===== config.mk =====
export PLATFORM = sky130hd
export DESIGN_NAME = rmw_sequencer
export DESIGN_NICKNAME = d
export VERILOG_FILES = /design/src/rtl/rmw_sequencer.sv
export SDC_FILE = /design/constraint.sdc
export NUM_CORES = 1
export LEC_CHECK = 0
export ABC_AREA = 0
export CORE_MARGIN = 2
export CORE_UTILIZATION = 39
export DETAILED_ROUTE_END_ITERATION = 10
export PLACE_DENSITY = 0.84
export REMOVE_ABC_BUFFERS = 1
export SETUP_SLACK_MARGIN = 0.1
export SYNTH_ARGS = -nofsm -noshare
export SYNTH_HDL_FRONTEND = slang
export SYNTH_SLANG_ARGS = --single-unit

===== constraint.sdc =====
create_clock -name clk -period 3.5 [get_ports clk]
set_input_delay 0.7 -clock clk [delete_from_list [all_inputs] [get_ports clk]]
set_output_delay 0.7 -clock clk [all_outputs]
set_load 0.02 [all_outputs]

===== src/rtl/rmw_sequencer.sv =====
// Read-modify-write sequencer for 6502 memory shift/rotate/INC/DEC around the shared ALU.
// Optional MODIFY-cycle dummy write of the original value: define RMW_DUMMY_WRITE_EN.
module rmw_sequencer #(
  parameter int unsigned ADDR_W = 16
) (
  input  logic              clk,
  input  logic              rst,
  input  logic              start,
  input  logic [2:0]        op,
  input  logic [ADDR_W-1:0] addr,
  input  logic [7:0]        status_in,
  output logic              busy,
  output logic              done,
  output logic              err,
  output logic [ADDR_W-1:0] mem_addr,
  output logic              mem_rd,
  output logic              mem_wr,
  output logic [7:0]        mem_wdata,
  input  logic [7:0]        mem_rdata,
  output logic [7:0]        alu_sel,
  output logic [7:0]        alu_in1,
  output logic [7:0]        alu_in2,
  output logic [7:0]        alu_status,
  input  logic [7:0]        alu_out,
  input  logic [7:0]        alu_next_status,
  output logic [7:0]        status_out,
  output logic              status_we
);

  localparam logic [7:0] DO_OP_SRC2   = 8'h00;
  localparam logic [7:0] DO_OP_ASL    = 8'h01;
  localparam logic [7:0] DO_OP_LSR    = 8'h02;
  localparam logic [7:0] DO_OP_ROL    = 8'h03;
  localparam logic [7:0] DO_OP_ROR    = 8'h04;
  localparam logic [7:0] DO_OP_ADD_NZ = 8'h05;
  localparam logic [7:0] DO_OP_SUB_NZ = 8'h06;

  typedef enum logic [1:0] {StIdle, StRead, StModify, StWrite} state_e;

  state_e            state_q, state_d;
  logic [ADDR_W-1:0] addr_q;
  logic [7:0]        status_q;
  logic [7:0]        operand_q;
  logic [7:0]        sel_q;
  logic [7:0]        in2_q;
  logic [7:0]        sel_map;
  logic              op_legal;
  logic              accept;

  assign op_legal = (op <= 3'd5);
  assign accept   = (state_q == StIdle) && start && op_legal;

  always_comb begin
    sel_map = DO_OP_SRC2;
    case (op)
      3'd0:    sel_map = DO_OP_ASL;
      3'd1:    sel_map = DO_OP_LSR;
      3'd2:    sel_map = DO_OP_ROL;
      3'd3:    sel_map = DO_OP_ROR;
      3'd4:    sel_map = DO_OP_ADD_NZ;
      3'd5:    sel_map = DO_OP_SUB_NZ;
      default: sel_map = DO_OP_SRC2;
    endcase
  end

  always_ff @(posedge clk) begin
    if (rst) begin
      state_q   <= StIdle;
      addr_q    <= '0;
      status_q  <= '0;
      operand_q <= '0;
      sel_q     <= DO_OP_SRC2;
      in2_q     <= '0;
    end else begin
      state_q <= state_d;
      if (accept) begin
        addr_q   <= addr;
        status_q <= status_in;
        sel_q    <= sel_map;
        in2_q    <= (op == 3'd4 || op == 3'd5) ? 8'h01 : 8'h00;
      end
      if (state_q == StModify) operand_q <= mem_rdata;
      // ALU returns to pass-through once the result has been written back
      if (state_q == StWrite) begin
        sel_q <= DO_OP_SRC2;
        in2_q <= '0;
      end
    end
  end

  always_comb begin
    state_d    = state_q;
    busy       = (state_q != StIdle);
    done       = 1'b0;
    err        = 1'b0;
    mem_rd     = 1'b0;
    mem_wr     = 1'b0;
    mem_wdata  = '0;
    status_out = '0;
    status_we  = 1'b0;
    unique case (state_q)
      StIdle: begin
        if (start) begin
          if (op_legal) state_d = StRead;
          else          err     = 1'b1;
        end
      end
      StRead: begin
        mem_rd  = 1'b1;
        state_d = StModify;
      end
      StModify: begin
`ifdef RMW_DUMMY_WRITE_EN
        mem_wr    = 1'b1;
        mem_wdata = mem_rdata;
`endif
        state_d = StWrite;
      end
      StWrite: begin
        mem_wr     = 1'b1;
        mem_wdata  = alu_out;
        status_out = alu_next_status;
        status_we  = 1'b1;
        done       = 1'b1;
        state_d    = StIdle;
      end
      default: state_d = StIdle;
    endcase
  end

  assign mem_addr   = busy ? addr_q : '0;
  assign alu_sel    = sel_q;
  assign alu_in1    = operand_q;
  assign alu_in2    = in2_q;
  assign alu_status = status_q;

endmodule


==> impl_results.md <==
* Min Hold Slack at between 0.4 and 0.5 ns
* Worst Hold Launch: addr_q[5]
* Layout cells sized above 1 at under 10%
* Most common cell after layout, fill and taps aside: clkdlybuf4s50_1
* Crit path launch: state_q[1]
* Ports at 124
* First DRT Iteration DRCs at between 80 and 90
* Rel. slew slack at between 20 and 30%
* Vias at 1900
* Vias in the first global route at around 1600
* Outcome: complete, no violations
* Post-DP Area at approximately 2900 um2
* Hold Buf Count CTS at 0
* Final non-filler cell area at 3017 um2
* Maximum buffer depth of the clock tree at 2
* Area leader, netlist: dfxtp_1
* Clock Sinks at 38
* CP max FO at 21
* Nets at approximately 380
* Routed wire length at approximately 5.5 mm
* Clock-pin slew of the registers on the worst-case setup and hold paths at ~0.07 ns
* Reg-to-reg startpoint: state_q[1]
* Cell area after synthesis at between 1500 and 2000 um2
* Fin crit share at ~86%
* Total leakage power at approximately 0.0011 uW
* CTS Buf Count at 5
* Final number of setup-violating endpoints at 0
* Crit path time final at between 2 and 3 ns
* Largest net degree at the start of global routing at 29
* DP Wirelength at 3.938 mm
* Max Fclk at 333.5 MHz
* Remaining DRCs at 0
* Most frequent cells in the layout: 111 x clkdlybuf4s50_1, 38 x dfxtp_1, 26 x a21oi_1
* Antenna violations before repair at 0
* Worst path max stage delay at ~0.65 ns
* Post-CTS setup buffers at 0
* Buffers on Ports at approximately 110
* Ys Warns at 0
* Clock skew at around 0.0037 ns
* Crit Path Category: register to output port
* Worst-skew pair later-pin latency at 0.28 ns
* First-pass GRT wire length at approximately 8.0 mm
* GRT Total Usage at about 19%
* Core ar. at about 4700 um2
* Final Hold Viols at 0
* Sequential share of the synthesized area at between 40 and 50%
* Share of the synthesized area in the top cell type at between 40% and 50%
* CP Launch Type: register
* Critical Path AT at around 2.3 ns
* Synth area leaders: dfxtp_1 41%, a21oi_1 7.0%, nand3_1 6.4%
* Avg Inst Size Synth at ~8.3 um2
* Power density over the cells at 567.4 nW/um2
* Slew @ Worst Pin at between 1 and 1.5 ns
* Die Width at roughly 73 um
* Initial Utilization at approximately 40%
* Die area at between 5000 and 6000 um2
* H-tree levels at 2
* Post_cts resized at 0
* Max-cap violations at 0
* GPL Wtd Cong at around 0.79
* #FFs+latches synth at 38
* # diodes at 0
* Setup total negative slack at 0 ns
* Final design utilization at about two thirds
* Data required time at the worst endpoint at between 2 and 3 ns
* Rows at 25
* RSZ-0062 raised after global routing: false
* Final ANT Viol Nets at 0
* Slowest cell on crit path: ha_1
* Via density at ~5
* DRT Pass-1 Iters at 4
* Area Growth Syn to Fin at 61.38%
* Chip Height at around 73 um
* Wirelength per Cell at 14.37 um
* Total gr overflow at 0
* Fin. max-slew vios at 0
* Peak supply drop at about 0.32 mV
* Yosys cell types at 27
* CP endpoint kind: output port
* CTS tree: done
* Worst hold path type: register to register
* Mapped Cells at roughly 230
* Root Driver: clkbuf_8
* CP cell instances: inv_1 > ha_1 > nand2_1 > nor2_1 > clkdlybuf4s50_1
per-layer routing:
metal	GRT usage (%)	vias up	part of all wire, %
li1	-	933	-
met1	22.39	871	40
met2	34.13	88	50
met3	5.801	8	8.9
met4	6.379	0	1.4
met5	0	-	0
power by group:
part / total (uW) / switching, uW / internal, uW / leakage, uW
Sequential: 561 / 43.3 / 518 / 0.000311
Clock: 307 / 148 / 159 / 0.0000482
Combinational: 843 / 471 / 372 / 0.000742
cells in the mapped netlist:
master     instances
nand2_1            4
nand3_1           24
o21ai_1            3
buf_4             16
mux2i_1            8
mux2_2             1
dfxtp_1           38
clkbuf_2           1
o21ai_0           23
a21oi_1           26
o41ai_1            1
nor2_1            13
and2_0             1
buf_2             10
xnor2_1            1
o221a_2            1
nor2_2             1
inv_1              3
conb_1             1
o211ai_1           1
nor2b_1           17
and2_1            17
a21boi_0           1
a211oi_1           1
ha_1               4
a2111oi_2          2
clkbuf_1           7
critical path, delay by kind of cell, from the launching register on:
family | cells | cell delay, ns
flops | 1 | 0.33
simple gates | 2 | 0.31
buf+inv | 2 | 0.72
fa+ha+maj | 1 | 0.65
cell type report:
| cell class | instances | area, um2 |
|---|---|---|
| Clock buffer | 7 | 86.33 |
| Clock inverter | 1 | 5.005 |
| Fill cell | 406 | 1644 |
| Inverter | 3 | 11.26 |
| Multi-Input combinational cell | 162 | 937.1 |
| Sequential cell | 38 | 760.7 |
| Tap cell | 54 | 67.56 |
| Timing Repair Buffer | 116 | 1149 |
metrics by stage:
step | total power [uW] | setup WS (ns) | cells
CTS | 1726 | 0.5213 | 381
global placement | 1395 | 0.7121 | 373
finish | 1712 | 0.5019 | 381
floorplan | 1030 | 1.056 | 203
detailed placement | 1415 | 0.6922 | 373
global route | 1810 | 0.4102 | 381
sequential cells by signal, indices dropped and copies added (netlist names):
name	cells
alu_status	8
alu_in1	8
alu_in2	1
addr_q	16
alu_sel	3
state_q	2
final timing paths:
check               endpoint  slack, ns  cells after the start
hold / removal     addr_q[5]       0.47                      2
setup / recovery         err       0.50                      5
hold reg to reg    addr_q[5]       0.47                      2
setup reg to reg  addr_q[10]       1.22                      6
cell families after synthesis:
| family | after synthesis | share of synthesized area [%] |
|---|---|---|
| xor+xnor | 1 | 0.4686 |
| compound gates | 59 | 17.80 |
| simple gates | 77 | 21.89 |
| mux | 9 | 4.886 |
| buf+inv | 37 | 11.38 |
| other cells | 1 | 0.2006 |
| fa+ha+maj | 4 | 2.677 |
| flops | 38 | 40.70 |
(Power assumes the default switching activity.)
